### config.mk
export PLATFORM = sky130hd
export DESIGN_NAME = bpl_fetch_sequencer
export DESIGN_NICKNAME = d
export VERILOG_FILES = /design/src/rtl/bpl_fetch_sequencer.sv
export SDC_FILE = /design/constraint.sdc
export NUM_CORES = 1
export LEC_CHECK = 0
export BUFFER_PORTS_ARGS = -buffer_cell sky130_fd_sc_hd__buf_2
export CORE_ASPECT_RATIO = 0.7
export CORE_MARGIN = 4
export CORE_UTILIZATION = 40
export CTS_CLUSTER_SIZE = 25
export DETAILED_ROUTE_END_ITERATION = 8
export PLACE_DENSITY = 0.7
export SLEW_MARGIN = 20
export SYNTH_ARGS = -nofsm -noshare
export SYNTH_HDL_FRONTEND = slang
export SYNTH_SLANG_ARGS = --single-unit
### constraint.sdc
create_clock -name clk -period 8.18 [get_ports clk]
set_input_delay 0.409 -clock clk [delete_from_list [all_inputs] [get_ports clk]]
set_output_delay 0.409 -clock clk [all_outputs]
set_load 0.02 [all_outputs]
### src/rtl/bpl_fetch_sequencer.sv
// Bitplane DMA fetch-slot sequencer for one scanline.
// Decodes the data-fetch window and bitplane mode registers, walks fetch units
// across the window and emits one BPLxDAT register address per granted slot,
// plus end-of-line modulo strobes for the bitplane pointer logic.
module bpl_fetch_sequencer #(
  parameter logic [7:0] HARD_STOP   = 8'hD8,
  parameter int         OCS_MAX_BPU = 6
) (
  input  logic        clk,
  input  logic        reset,
  input  logic        clk7_en,
  input  logic        cck,
  input  logic [8:0]  hpos,
  input  logic        vbpl_en,
  input  logic        aga,
  input  logic [7:0]  reg_address_in,
  input  logic [15:0] data_in,
  output logic        fetch_req,
  output logic [2:0]  fetch_plane,
  output logic [7:0]  fetch_reg,
  output logic        mod_odd,
  output logic        mod_even,
  output logic        line_done
);

  // Register addresses are bits [8:1] of the byte address.
  localparam logic [7:0] ADDR_DDFSTRT = 8'h49;  // 0x092
  localparam logic [7:0] ADDR_DDFSTOP = 8'h4A;  // 0x094
  localparam logic [7:0] ADDR_BPLCON0 = 8'h80;  // 0x100
  localparam logic [7:0] ADDR_FMODE   = 8'hFE;  // 0x1FC
  localparam logic [7:0] BPLDAT_BASE  = 8'h88;  // 0x110 (BPL1DAT)

  typedef enum logic [1:0] {IDLE, FETCH, DONE} state_t;

  logic tick;
  assign tick = clk7_en & cck;

  // Programmable registers (live values).
  logic [7:0] ddfstrt_reg;
  logic [7:0] ddfstop_reg;
  logic       hires_reg;
  logic       shres_reg;
  logic [3:0] bpu_reg;
  logic [1:0] fmode_reg;
  logic [3:0] bpu_dec;

  // Per-unit latched mode, fetch walk state, and registered outputs.
  state_t     state_reg, state_next;
  logic [4:0] ofs_reg, ofs_next;
  logic       lat_hires_reg, lat_shres_reg;
  logic [3:0] lat_bpu_reg;
  logic [1:0] lat_fmode_reg;
  logic       odd_seen_reg, odd_seen_next;
  logic       even_seen_reg, even_seen_next;
  logic       fetch_req_reg, fetch_req_next;
  logic [2:0] fetch_plane_reg, fetch_plane_next;
  logic [7:0] fetch_reg_reg, fetch_reg_next;
  logic       line_done_reg, line_done_next;
  logic       mod_odd_reg, mod_odd_next;
  logic       mod_even_reg, mod_even_next;

  logic       start_unit, step_unit, first_unit, end_line;
  logic       eff_hires, eff_shres;
  logic [3:0] eff_bpu;
  logic [1:0] eff_fmode;
  logic [2:0] slot_plane_w, slot_idx;
  logic       slot_live;
  logic [7:0] plane_allowed;

  // Last unit offset (L-1) for each fetch width: L = 8, 16, 16, 32 CCKs.
  function automatic logic [4:0] unit_last(input logic [1:0] fm);
    logic [4:0] r;
    case (fm)
      2'b00:   r = 5'd7;
      2'b11:   r = 5'd31;
      default: r = 5'd15;
    endcase
    return r;
  endfunction

  // Plane number (1-based, 0 = idle) fetched at slot offset o of a unit.
  function automatic logic [2:0] slot_plane(input logic hi, input logic sh, input logic [2:0] o);
    logic [2:0] p;
    if (sh) begin
      p = o[0] ? 3'd1 : 3'd2;
    end else if (hi) begin
      case (o[1:0])
        2'd0:    p = 3'd4;
        2'd1:    p = 3'd2;
        2'd2:    p = 3'd3;
        default: p = 3'd1;
      endcase
    end else begin
      case (o)
        3'd1:    p = 3'd4;
        3'd2:    p = 3'd6;
        3'd3:    p = 3'd2;
        3'd5:    p = 3'd3;
        3'd6:    p = 3'd5;
        3'd7:    p = 3'd1;
        default: p = 3'd0;
      endcase
    end
    return p;
  endfunction

  // BPLCON0 plane count: the fourth bit exists only on AGA; OCS caps the count.
  always_comb begin
    bpu_dec = {data_in[4] & aga, data_in[14:12]};
    if (!aga && (bpu_dec > 4'(OCS_MAX_BPU))) bpu_dec = 4'(OCS_MAX_BPU);
  end

  // Register bus decode; writes are accepted on every 7 MHz enable.
  always_ff @(posedge clk) begin
    if (reset) begin
      ddfstrt_reg <= 8'd0;
      ddfstop_reg <= 8'd0;
      hires_reg   <= 1'b0;
      shres_reg   <= 1'b0;
      bpu_reg     <= 4'd0;
      fmode_reg   <= 2'd0;
    end else if (clk7_en) begin
      case (reg_address_in)
        ADDR_DDFSTRT: ddfstrt_reg <= {data_in[7:1], 1'b0};
        ADDR_DDFSTOP: ddfstop_reg <= {data_in[7:1], 1'b0};
        ADDR_BPLCON0: begin
          hires_reg <= data_in[15];
          shres_reg <= data_in[6] & aga;
          bpu_reg   <= bpu_dec;
        end
        ADDR_FMODE: if (aga) fmode_reg <= data_in[1:0];
        default: ;
      endcase
    end
  end

  // Next-state logic: window start, unit walk/wrap, line end and abort at line start.
  always_comb begin
    state_next = state_reg;
    ofs_next   = ofs_reg;
    start_unit = 1'b0;
    step_unit  = 1'b0;
    end_line   = 1'b0;
    if (tick) begin
      unique case (state_reg)
        IDLE: begin
          if ((hpos[7:0] == ddfstrt_reg) && vbpl_en) begin
            state_next = FETCH;
            ofs_next   = 5'd0;
            start_unit = 1'b1;
          end
        end
        FETCH: begin
          if (hpos == 9'd0) begin
            state_next = IDLE;
          end else if (ofs_reg == unit_last(lat_fmode_reg)) begin
            if ((hpos <= {1'b0, ddfstop_reg}) && (hpos <= {1'b0, HARD_STOP}) && vbpl_en) begin
              ofs_next   = 5'd0;
              start_unit = 1'b1;
            end else begin
              state_next = DONE;
              end_line   = 1'b1;
            end
          end else begin
            ofs_next  = ofs_reg + 5'd1;
            step_unit = 1'b1;
          end
        end
        DONE: begin
          if (hpos == 9'd0) state_next = IDLE;
        end
        default: state_next = IDLE;
      endcase
    end
  end

  // A starting unit sees the live mode; a unit in progress uses what it latched.
  assign first_unit = start_unit && (state_reg == IDLE);
  assign eff_hires  = start_unit ? hires_reg : lat_hires_reg;
  assign eff_shres  = start_unit ? shres_reg : lat_shres_reg;
  assign eff_bpu    = start_unit ? bpu_reg   : lat_bpu_reg;
  assign eff_fmode  = start_unit ? fmode_reg : lat_fmode_reg;

  // Only the last 8 CCKs of a unit carry fetch slots.
  assign slot_live    = (start_unit || step_unit) && (ofs_next >= (unit_last(eff_fmode) - 5'd7));
  assign slot_plane_w = slot_plane(eff_hires, eff_shres, ofs_next[2:0]);
  assign slot_idx     = slot_plane_w - 3'd1;

  for (genvar gi = 0; gi < 8; gi++) begin : g_plane_en
    assign plane_allowed[gi] = (eff_bpu > 4'(gi));
  end

  // Output/next-flag logic: slot grant, plane parity tracking and end-of-line strobes.
  always_comb begin
    fetch_req_next   = 1'b0;
    fetch_plane_next = 3'd0;
    fetch_reg_next   = 8'd0;
    line_done_next   = 1'b0;
    mod_odd_next     = 1'b0;
    mod_even_next    = 1'b0;
    odd_seen_next    = first_unit ? 1'b0 : odd_seen_reg;
    even_seen_next   = first_unit ? 1'b0 : even_seen_reg;
    if (slot_live && (slot_plane_w != 3'd0) && plane_allowed[slot_idx]) begin
      fetch_req_next   = 1'b1;
      fetch_plane_next = slot_idx;
      fetch_reg_next   = BPLDAT_BASE + {5'd0, slot_idx};
      if (slot_plane_w[0]) odd_seen_next = 1'b1;
      else                 even_seen_next = 1'b1;
    end
    if (end_line) begin
      line_done_next = 1'b1;
      mod_odd_next   = odd_seen_reg;
      mod_even_next  = even_seen_reg;
    end
  end

  // State, unit latches and outputs; outputs change only on CCK ticks.
  always_ff @(posedge clk) begin
    if (reset) begin
      state_reg       <= IDLE;
      ofs_reg         <= 5'd0;
      lat_hires_reg   <= 1'b0;
      lat_shres_reg   <= 1'b0;
      lat_bpu_reg     <= 4'd0;
      lat_fmode_reg   <= 2'd0;
      odd_seen_reg    <= 1'b0;
      even_seen_reg   <= 1'b0;
      fetch_req_reg   <= 1'b0;
      fetch_plane_reg <= 3'd0;
      fetch_reg_reg   <= 8'd0;
      line_done_reg   <= 1'b0;
      mod_odd_reg     <= 1'b0;
      mod_even_reg    <= 1'b0;
    end else begin
      state_reg     <= state_next;
      ofs_reg       <= ofs_next;
      odd_seen_reg  <= odd_seen_next;
      even_seen_reg <= even_seen_next;
      if (start_unit) begin
        lat_hires_reg <= hires_reg;
        lat_shres_reg <= shres_reg;
        lat_bpu_reg   <= bpu_reg;
        lat_fmode_reg <= fmode_reg;
      end
      if (tick) begin
        fetch_req_reg   <= fetch_req_next;
        fetch_plane_reg <= fetch_plane_next;
        fetch_reg_reg   <= fetch_reg_next;
        line_done_reg   <= line_done_next;
        mod_odd_reg     <= mod_odd_next;
        mod_even_reg    <= mod_even_next;
      end
    end
  end

  assign fetch_req   = fetch_req_reg;
  assign fetch_plane = fetch_plane_reg;
  assign fetch_reg   = fetch_reg_reg;
  assign line_done   = line_done_reg;
  assign mod_odd     = mod_odd_reg;
  assign mod_even    = mod_even_reg;

endmodule
; Word-level counts from Yosys, hierarchy flattened
; Index checks and enable logic that the tools add are counted.
[word_totals]
input_bits = 39
ff_bits = 54
[op_classes]
n_bitwise = 3
add_sub_neg = 4
muxes = 56
order_cmp = 13
n_reduce_logical = 21
n_eq_ne = 22
[ops]
columns = operator, n
row1 = 2-to-1 mux 5 bit, 8
row2 = case mux 5 bit (2 select lines), 3
row3 = 2-to-1 mux 1 bit, 27
row4 = "greater-than comparator 4 x 3 -> 1 bit, second input constant", 5
row5 = case mux 3 bit (6 select lines), 1
row6 = "equality test 8 x 7 -> 1 bit, second input constant", 2
row7 = "equality test 8 bit, second input constant", 2
row8 = 2-to-1 mux 2 bit, 7
row9 = "equality test 3 bit, second input constant", 3
row10 = less-or-equal comparator 9 x 8 -> 1 bit, 1
row11 = "less-or-equal comparator 9 x 8 -> 1 bit, second input constant", 1
row12 = logical NOT 9 bit, 1
row13 = 2-to-1 mux 3 bit, 3
row14 = case mux 3 bit (3 select lines), 1
row15 = "adder 8 x 3 -> 8 bit, first input constant", 1
row16 = "equality test 2 bit, second input constant", 4
row17 = equality test 8 bit, 1
row18 = "greater-than comparator 4 x 1 -> 1 bit, second input constant", 2
row19 = "greater-than comparator 4 x 2 -> 1 bit, second input constant", 2
row20 = logical AND 1 bit, 8
row21 = logical NOT 2 bit, 4
row22 = 2-to-1 mux 4 bit, 2
row23 = 2-to-1 mux 8 bit, 1
row24 = "equality test 3 x 2 -> 1 bit, second input constant", 2
row25 = other kinds (20), 27

; Longest topological paths before layout
; Gate-level depths: netlist of the first run.
[depth]
depth_word = 19
depth_mapped = 23
ltp_nobuf = 23

; Worst setup path before layout of the first run
; OpenSTA, ideal clock, no wires.
[synth_path]
path_type = input-to-reg
start = in hpos[4]
end = reg fetch_reg_reg[3] (netlist: fetch_reg[3])
required_ns = 8.049
slack_ns = 4.101
cell_stages = 21
setup_time_ns = 0.131
arrival_time_ns = 3.948
cell_sequence = ha_1 > nand2_1 > o21bai_1 > a2111o_1 > a211o_1 > nand2_1 > a21oi_2 > ha_1 > or2_2 > a211oi_1 > a21oi_1 > o21a_1 > inv_2 > ha_1 > ha_1 > a22oi_1 > nor2_1 > nor2_1 > a21oi_1 > nand3_1 > o211ai_1
[synth_between]
elab_chain_cells = 17
word_cells_on_any_way = 63
cone_classes = 3 x add/sub / 11 x order compare / 10 x eq/ne / 28 x mux / 11 x reduce/logical
[synth_rtl]
columns = item, line
row1 = start: declaration, 13  ; input logic [8:0] hpos,
row2 = "parallel branches: the longest is 16 deep, another holds less-or-equal comparator 9 x 8 -> 1 bit", --
row3 = 2-to-1 mux 8 bit *, 203  ; if (slot_live && (slot_plane_w != 3'd0) && plane_allowed[slot_idx]) begin
row4 = end signal: assignment, 248  ; fetch_reg_reg <= fetch_reg_next;
row5 = end: declaration, 57  ; logic [7:0] fetch_reg_reg, fetch_reg_next;
; Every way passes the cells marked *. The select of a mux whose other input is x is not followed.
; A chain may end at the register's enable or synchronous reset.

; Worst setup path after layout of the first run
[layout_path]
start = reg ddfstop_reg[4]
end = reg even_seen_reg
[layout_between]
elab_chain_cells = 17
word_cells_on_any_way = 56
cone_classes = 2 x add/sub / 10 x order compare / 9 x eq/ne / 25 x mux / 10 x reduce/logical
[layout_rtl]
columns = item, line
row1 = start: declaration, 40  ; logic [7:0] ddfstop_reg;
row2 = start signal: assignment, 125  ; ADDR_DDFSTOP: ddfstop_reg <= {data_in[7:1], 1'b0};
row3 = less-or-equal comparator 9 x 8 -> 1 bit *, 157  ; if ((hpos <= {1'b0, ddfstop_reg}) && (hpos <= {1'b0, HARD_STOP}) && vbpl_en) begin
row4 = logical AND 1 bit * (2 in series), 157
row5 = 2-to-1 mux 1 bit or 2-to-1 mux 5 bit (tied branches), 157
row6 = 2-to-1 mux 1 bit or 2-to-1 mux 5 bit (tied branches), 156  ; end else if (ofs_reg == unit_last(lat_fmode_reg)) begin
row7 = 2-to-1 mux 1 bit or 2-to-1 mux 5 bit (tied branches), 154  ; if (hpos == 9'd0) begin
row8 = case mux 1 bit (2 select lines) or case mux 5 bit (2 select lines) (tied branches), 145  ; unique case (state_reg)
row9 = 2-to-1 mux 1 bit or 2-to-1 mux 5 bit (tied branches), 144  ; if (tick) begin
row10 = "2-to-1 mux 2 bit, or another cell as far along", --
row11 = "equality test 2 bit, or another cell as far along", 73  ; case (fm)
row12 = case mux 5 bit (2 select lines) or 2-to-1 mux 3 bit (tied branches), "73, 86"
row13 = subtractor 5 x 3 -> 5 bit or 2-to-1 mux 3 bit (tied branches), "185, 84"
row14 = greater-or-equal comparator 5 bit or subtractor 3 x 1 -> 3 bit (tied branches), "185, 187"
row15 = logical AND 1 bit or binary-select mux 1 bit (select 3 bit) (tied branches), "185, 203"
row16 = logical AND 1 bit or 2-to-1 mux 1 bit (tied branches), 203
row17 = logical AND 1 bit, 203
row18 = 2-to-1 mux 1 bit *, 203
row19 = end signal: assignment, 238  ; even_seen_reg <= even_seen_next;
row20 = end: declaration, 54  ; logic even_seen_reg, even_seen_next;
; Every way passes the cells marked *; elsewhere a longest branch is shown, timed or not. The select of a mux whose other input is x is not followed.

==> flow_summary.ini, run 1 <==
[synth]
synthAdderAreaFrac_pct = 7.20
ys.flop_type = dfxtp_1
async_flop_share_pct = 0
ys_seq_area_share_pct = 33.1
ys_top_cells_by_area = dfxtp_1 (33%), mux2i_1 (8.3%), ha_1 (7.2%), nor2_1 (5.8%), a21oi_1 (4.5%)
synth-edff-count = 0
syn-cell-area_um2 = 2780
synth_area_leader_cell = dfxtp_1
ys_types = 63
synthMuxAreaShare_pct = 8.68
synth_xor_area_share_pct = 2.52
synth_compound_area_share_pct = 20.4
synth.most_common_cell = dfxtp_1
ys_top_cells_by_count = dfxtp_1 (46), nor2_1 (43), nand2_1 (33)
synth_top_family_by_area = simple AND/OR/NAND/NOR gates
ys_ff_latch = 46
netlist_instances = 333
synth_top_area_share_pct = 33.1
syn_avg_cell_area_um2 = 8.35
ys_warn_count = 0
yosys.area_share.simple_pct = 22.1

[placement]
port-buffer-count = 46
post_dp_cell_area_um2 = 3040
dp_hpwl_mm = 5.19
gp_congestion = 0.873

[outcome]
status = completed

[floorplan]
ios = 54
dieArea_um2 = 8370
start_util_pct = 41.2
num_rows = 25
fp.dieW_um = 108
die_h_um = 77.8
core_area_um2 = 6760

[clocking]
cts_num_sinks = 46
postCtsSetupBuffers = 0
cts_tree = built
cts_root_buf = clkbuf_8
clk_pin_slew_worst_paths_ps = 90
cts_buffers = 5
ctsLongestPathBuffers = 2
htreeDepth = 2
cts_resized = 0
clk_latency_ps = 290
postCtsHoldBufs = 0

[worst_setup_path]
slowest_delay_ps = 930
end_kind = flop
crit_path_cell_trace = inv_1 > ha_1 > nand2_1 > nor4_1 > o221ai_1 > o41ai_4 > mux2i_1 > or2_1 > o21a_1 > inv_2 > ha_1 > ha_1 > inv_1 > a21oi_1 > nor3_1 > a21oi_1 > nand3_1 > o21ai_1
crit_top_cell = ha_1
crit_fanout = 15
crit_type = reg2reg
required_ps = 8400
worstPathArrival_ps = 5000
crit_path_top_delay_cell = o41ai_4
worstSetupStartpointType = flop
cp_num_buf_inv = 3
critPathTopFamily = compound AO/OA/AOI/OAI gates

[sta]
tightest_slew_ps = 1080
hold_violations = 0
finalCriticalPeriod_ps = 4770
slew_viol_final = 0
clock_skew_ps = 5.84
whs_ps = 358
tns_ps = 0
timing.fmax_mhz = 209
rsz0062_at_grt = no
slew_headroom_pct = 27.7
finalSetupViolCount = 0
finalCritPeriodShare_pct = 58.4

[run]
max_cap_violations = 0

[detailed_routing]
routedWlPerCell_um = 14.2
viasPerCell = 5.35
dr.pass1.iters = 4
first_iter_violations = 157
wirelength_mm = 6.60
antenna_left = 0
drc_errors = 0
vias = 2495

[power]
p_leak_uw = 0.00136
power.density_nw_per_um2 = 125
ir_worst_vdd_mv = 0.0636

[global_routing]
grt_pass1_vias = 2443
grt_max_degree = 44
overflow = 0
grt_pass1_wl_mm = 11.1
antenna_found_initial = 0
grt_util_all_layers_pct = 15.9

[final_layout]
fin_area_um2 = 3130
nets = 426
diodes = 0
drive_gt1_share_pct = 18.5
area_growth_pct = 12.5

[hold_path]
hp-class = in2reg
==> cell families after synthesis <==
kind of cell    Yosys count
fa+ha+maj                16
xor+xnor                  8
buf+inv                  35
simple gates            128
other cells               1
compound gates           75
mux                      24
flops                    46
==> worst register-to-register path: cells and delay by family, from the launching register on <==
family,cells,cell delay [ps]
and+or+nand+nor,5,860
muxes,1,420
buffers and inverters,3,220
adders and majority gates,3,840
DFF,1,340
AOI/OAI and AO/OA,6,2010
==> per-layer routing <==
layer,vias to the layer above,routed length (um),track usage [%]
met4,0,61,4.54
met3,6,389,2.74
li1,1276,-,-
met2,68,2900,24.7
met1,1145,3250,22.6
met5,-,0,0
==> final cells by class <==
type / instances / area [um2]
fill: 692 / 3630
multi-input combinational: 254 / 1710
sequential: 46 / 921
timing repair buffer: 46 / 230
tap: 94 / 118
clock buffer: 6 / 72.6
inverter: 18 / 67.6
clock inverter: 2 / 13.8
==> worst paths after layout <==
check                                    start       endpoint  slack [ps]  depth (start not counted)
worst max register to register  ddfstop_reg[4]  even_seen_reg        3410                         18
worst min-delay path                data_in[0]   fmode_reg[0]         360                          3
worst max-delay path            ddfstop_reg[4]  even_seen_reg        3410                         18
worst min register to register      bpu_reg[0]     bpu_reg[0]         460                          2
==> per-stage QoR <==
stage | utilization, % | setup WS, ps | std cells | power (uW)
after floorplan | - | 4100 | 335 | 245
after global placement | 45.0 | 3320 | 458 | 258
after detailed placement | 45.0 | 3270 | 458 | 259
after CTS | 46.3 | 3420 | 466 | 395
after global routing | 46.3 | 2920 | 466 | 409
final | 46.3 | 3410 | 466 | 390
==> cells in the final DEF, fill, tap and decap left out, types with 3 or more instances in the layout <==
cell type	Yosys	routed
ha_1	16	16
mux2i_1	23	23
nor2_1	43	43
conb_1	1	3
o21ai_1	3	3
a31oi_1	6	6
a22oi_1	4	4
nand3_1	12	12
dfxtp_1	46	46
nor4_1	4	4
xor2_1	8	8
clkbuf_8	0	5
inv_1	16	16
nand2_1	33	33
o211ai_1	3	3
nand4_1	5	5
nor3_1	9	9
o21ai_0	3	3
a21oi_1	25	25
and2_1	3	3
and3_1	4	4
a211oi_1	3	3
buf_2	1	46
==> power by group <==
part	switching, uW	internal [uW]
sequential	0.101	224
combinational	19.0	11.2
clock	76.0	60.4
No activity file was read; power rests on OpenSTA's default activity.
==> run 2: changes to the inputs <==
Settings changed: ABC_AREA set to 1.
Clock period 8.18 ns to 4.8 ns, I/O delays scaled along.
==> flow_summary.ini, run 2 <==
[power]
ir_worst_vdd_mv = 0.166
p_leak_uw = 0.00141
power.density_nw_per_um2 = 247

[clocking]
postCtsSetupBuffers = 0
cts_resized = 0
postCtsHoldBufs = 0
ctsLongestPathBuffers = 2
cts_tree = built
cts_num_sinks = 46
clk_latency_ps = 300
htreeDepth = 2
cts_root_buf = clkbuf_8
cts_buffers = 5
clk_pin_slew_worst_paths_ps = 90

[placement]
gp_congestion = 0.865
port-buffer-count = 46
dp_hpwl_mm = 5.14
placed_cells = 536

[synth]
synthMuxAreaShare_pct = 0.359
ys_types = 37
synth_compound_area_share_pct = 17.5
netlist_instances = 411
synth_top_area_share_pct = 33.0
syn_avg_cell_area_um2 = 6.79
synthAdderAreaFrac_pct = 7.17
ys_top_cells_by_count = nand2_1 (74), inv_1 (58), nor2_1 (48)
ys_warn_count = 0
ys_ff_latch = 46
async_flop_share_pct = 0
yosys.area_share.simple_pct = 28.5
ys.flop_type = dfxtp_1
synth_xor_area_share_pct = 0.628
ys_seq_area_share_pct = 33.0
ys_top_cells_by_area = dfxtp_1 (33%), nand2_1 (10%), a21oi_1 (8.1%), inv_1 (7.8%), ha_1 (7.2%)
syn-cell-area_um2 = 2790
synth_area_leader_cell = dfxtp_1
synth-edff-count = 0
synth.most_common_cell = nand2_1
synth_top_family_by_area = simple AND/OR/NAND/NOR gates

[worst_setup_path]
crit_top_cell = nand2_1
worstSetupStartpointType = flop
crit_fanout = 5
required_ps = 4980
setup.worst_path.start = ddfstop_reg[4]
worstPathArrival_ps = 3860
cp_num_buf_inv = 6
r2r-start = ddfstop_reg[4]
slowest_delay_ps = 310
crit_type = reg2reg
crit_path_top_delay_cell = dfxtp_1
critPathTopFamily = simple AND/OR/NAND/NOR gates
end_kind = flop

[final_layout]
register_area_um2 = 921
diodes = 0
mostFrequentLayoutCell = nand2_1
multi_input_area_um2 = 1520
nets = 504
fillerInstances = 720
area_growth_pct = 14.2
drive_gt1_share_pct = 20.4
final_util_pct = 47.1
mostFrequentLayoutCells = nand2_1 (74), inv_1 (58), nor2_1 (48), dfxtp_1 (46), buf_2 (46)
stdcell_count = 544

[detailed_routing]
wirelength_mm = 6.34
first_iter_violations = 117
drc_errors = 0
antenna_left = 0
dr.pass1.iters = 4
routedWlPerCell_um = 11.6
viasPerCell = 4.71
vias = 2562

[floorplan]
num_rows = 25
fp.dieW_um = 108
start_util_pct = 41.3
dieArea_um2 = 8400
ios = 54
core_area_um2 = 6760
die_h_um = 77.9

[sta]
finalSetupViolCount = 0
slew_headroom_pct = 64.6
tightest_slew_ps = 525
tns_ps = 0
clock_skew_ps = 9.38
finalCriticalPeriod_ps = 3690
hold_violations = 0
timing.fmax_mhz = 271
rsz0062_at_grt = no
finalCritPeriodShare_pct = 76.8
slew_viol_final = 0

[global_routing]
grt-busiest-layer = met1
grt_max_degree = 28
use_met1_pct = 25.5
overflow = 0
grt_pass1_wl_mm = 11.1
grt_util_met3_pct = 3.33
grt_use_met2_pct = 22.7
grt_util_all_layers_pct = 16.2
grt_pass1_vias = 2377
antenna_found_initial = 0

[hold_path]
hp-class = in2reg
min_from = data_in[0]

[outcome]
status = completed

[run]
max_cap_violations = 0
==> run 2: cell count changes after synthesis, moves of 5 or more <==
cell and change:
a21oi_1 +20, a31oi_1 -6, inv_1 +42, inv_2 +6, mux2i_1 -22, nand2_1 +41, nand2_2 +12, nor2_1 +5
o21ai_0 +25, xor2_1 -6
==> run 2: worst min-delay path, stage by stage <==
cell and delay [ps]:
buf_2 100, inv_1 40, a21oi_1 50
==> run 2: where the power goes <==
group          total (uW)  leakage, uW  internal [uW]  switching (uW)
clock network         350    0.0000714            222             128
logic                55.0     0.000972           20.4            34.6
registers             382     0.000370            382           0.213
total                 787      0.00141            624             163
==> run 2: kinds of logic (layout without fill, tap and decap cells) <==
logic type	count (synthesis)	in the layout
xor gates and xnor gates	2	2
other	1	3
and+or+nand+nor	173	173
buffers and inverters	84	121
adders and majority gates	16	16
muxes	1	1
DFF	46	46
AOI/OAI and AO/OA	88	88
==> run 2: final timing paths <==
| kind | endpoint | slack (ps) | depth (start not counted) |
|---|---|---|---|
| max | fetch_reg[2] | 1110 | 32 |
| max reg2reg | fetch_reg[2] | 1110 | 32 |
| min reg2reg | shres_reg | 480 | 2 |
| min | fmode_reg[0] | 180 | 3 |
==> run 2: per-stage QoR <==
step / setup WS, ps / cell area (um2) / power, uW / hold slack [ps]
final: 1110 / 3190 / 787 / 181
after floorplan: 1510 / 2800 / 422 / 368
after detailed placement: 1100 / 3040 / 446 / 462
after global placement: 1140 / 3040 / 445 / 450
after CTS: 1090 / 3190 / 795 / 172
after global routing: 585 / 3190 / 825 / 193
==> run 2: per-layer routing <==
layer	routed length [um]	share of wire (%)
met5	0	0
met4	40	0.63
met1	3370	53
met2	2490	39
met3	431	6.8
==> run 2: final cells by class <==
class / instances / share of cell area [%]
Inverter: 67 / 7.89
Clock buffer: 6 / 2.59
Tap cell: 94 / 3.69
Multi-Input combinational cell: 283 / 47.8
Timing Repair Buffer: 46 / 7.23
Sequential cell: 46 / 28.9
Clock inverter: 2 / 1.89
==> run 3: changes to the inputs <==
Settings changed: PLACE_DENSITY 0.7 to 0.72.
Clock period 4.8 ns to 3.26 ns, I/O delays scaled along.
==> flow_summary.ini, run 3 (synthesis results as in run 2) <==
[sta]
whs_ps = 91.0
slew_viol_final = 0
clock_skew_ps = 6.59
slew_headroom_pct = 65.3
finalSetupViolCount = 6
tns_ps = -606
tightest_slew_ps = 516
rsz0062_at_grt = yes
finalCritPeriodShare_pct = 104
setup_ws_ps = -125
timing.fmax_mhz = 295
hold_violations = 0
finalCriticalPeriod_ps = 3390

[hold_path]
hp-class = in2reg

[outcome]
failed_checks = negative setup slack
status = finished, violations left

[floorplan]
ios = 54
fp.dieW_um = 108
num_rows = 25
dieArea_um2 = 8400
start_util_pct = 41.3
core_area_um2 = 6760
die_h_um = 77.9

[final_layout]
mostFrequentLayoutCells = nand2_1 (64), inv_1 (48), nor2_1 (48), buf_4 (48), buf_2 (46)
nets = 552
area_growth_pct = 34.0
fillerInstances = 632
diodes = 0
drive_gt1_share_pct = 36.7
mostFrequentLayoutCell = nand2_1

[detailed_routing]
vias = 2876
drc_errors = 0
wirelength_mm = 7.60
viasPerCell = 4.86
routedWlPerCell_um = 12.8
first_iter_violations = 175
antenna_left = 0
dr.pass1.iters = 4

[global_routing]
grt_max_degree = 28
overflow = 0
grt_pass1_vias = 2751
grt_pass1_wl_mm = 12.7
grt_util_all_layers_pct = 19.1
antenna_found_initial = 0

[worst_setup_path]
crit_top_cell = nand2_2
worstSetupStartpointType = flop
slowest_delay_ps = 330
required_ps = 3440
cp_num_buf_inv = 6
end_kind = flop
critPathTopFamily = simple AND/OR/NAND/NOR gates
worstPathArrival_ps = 3570
crit_path_top_delay_cell = dfxtp_2
crit_type = reg2reg
crit_fanout = 5

[placement]
gp_congestion = 0.897
dp_hpwl_mm = 5.73
port-buffer-count = 46

[clocking]
cts_root_buf = clkbuf_8
postCtsHoldBufs = 0
cts_buffers = 5
cts_num_sinks = 46
cts_tree = built
htreeDepth = 2
ctsLongestPathBuffers = 2
clk_pin_slew_worst_paths_ps = 90
clk_latency_ps = 300

[power]
ir_worst_vdd_mv = 0.179
p_leak_uw = 0.00164
power.density_nw_per_um2 = 291

[run]
max_cap_violations = 0
## run 3: per-layer routing
layer / track usage (%) / vias to the layer above / wire, um
li1: - / 1473 / -
met1: 26.5 / 1298 / 3630
met2: 28.8 / 91 / 3350
met3: 4.99 / 14 / 528
met4: 5.67 / 0 / 89
met5: 0 / - / 0
## run 3: final cells by class
cell class	count	area (um2)	area share [%]
Tap cell	94	118	3.14
Inverter	67	259	6.93
Multi-Input combinational cell	283	1740	46.4
Clock buffer	6	72.6	1.94
Sequential cell	46	926	24.8
Clock inverter	2	37.5	1.00
Timing Repair Buffer	94	591	15.8
## run 3: repair_timing
item,CTS,global route
resized for setup,46,9
buffers inserted,7,1
setup endpoints to repair,6,6
pin swaps,27,22
## run 3: worst paths after layout
kind	startpoint	end	slack [ps]	depth (start not counted)
hold reg to reg	hires_reg	hires_reg	470	2
setup / recovery	ddfstop_reg[2]	even_seen_reg	-130	29
hold / removal	data_in[0]	fmode_reg[0]	90	3
setup reg to reg	ddfstop_reg[2]	even_seen_reg	-130	29
## run 3: where the power goes
part | internal (uW) | switching [uW]
combinational | 43.9 | 60.0
clock | 229 | 193
sequential | 562 | 0.328
total | 834 | 254
## run 3: worst reg2reg max path: cells and delay by family, from the launching register on
family	cells	cell delay, ps
AND/OR/NAND/NOR	15	1330
adder cells (fa/ha/maj)	4	840
AO/OA/AOI/OAI	4	410
buffers and inverters	6	360
flip-flops	1	330
## run 3: metrics by stage
| step | cell area (um2) | util (%) | worst slack, ps | cells | total power (uW) |
|---|---|---|---|---|---|
| finish | 3740 | 55.4 | -125 | 592 | 1090 |
| floorplan | 2800 | - | 20.5 | 413 | 622 |
| detailed placement | 3350 | 49.5 | -355 | 576 | 667 |
| CTS | 3710 | 55.0 | -102 | 591 | 1100 |
| global placement | 3350 | 49.5 | -213 | 576 | 666 |
| global route | 3740 | 55.4 | -392 | 592 | 1140 |
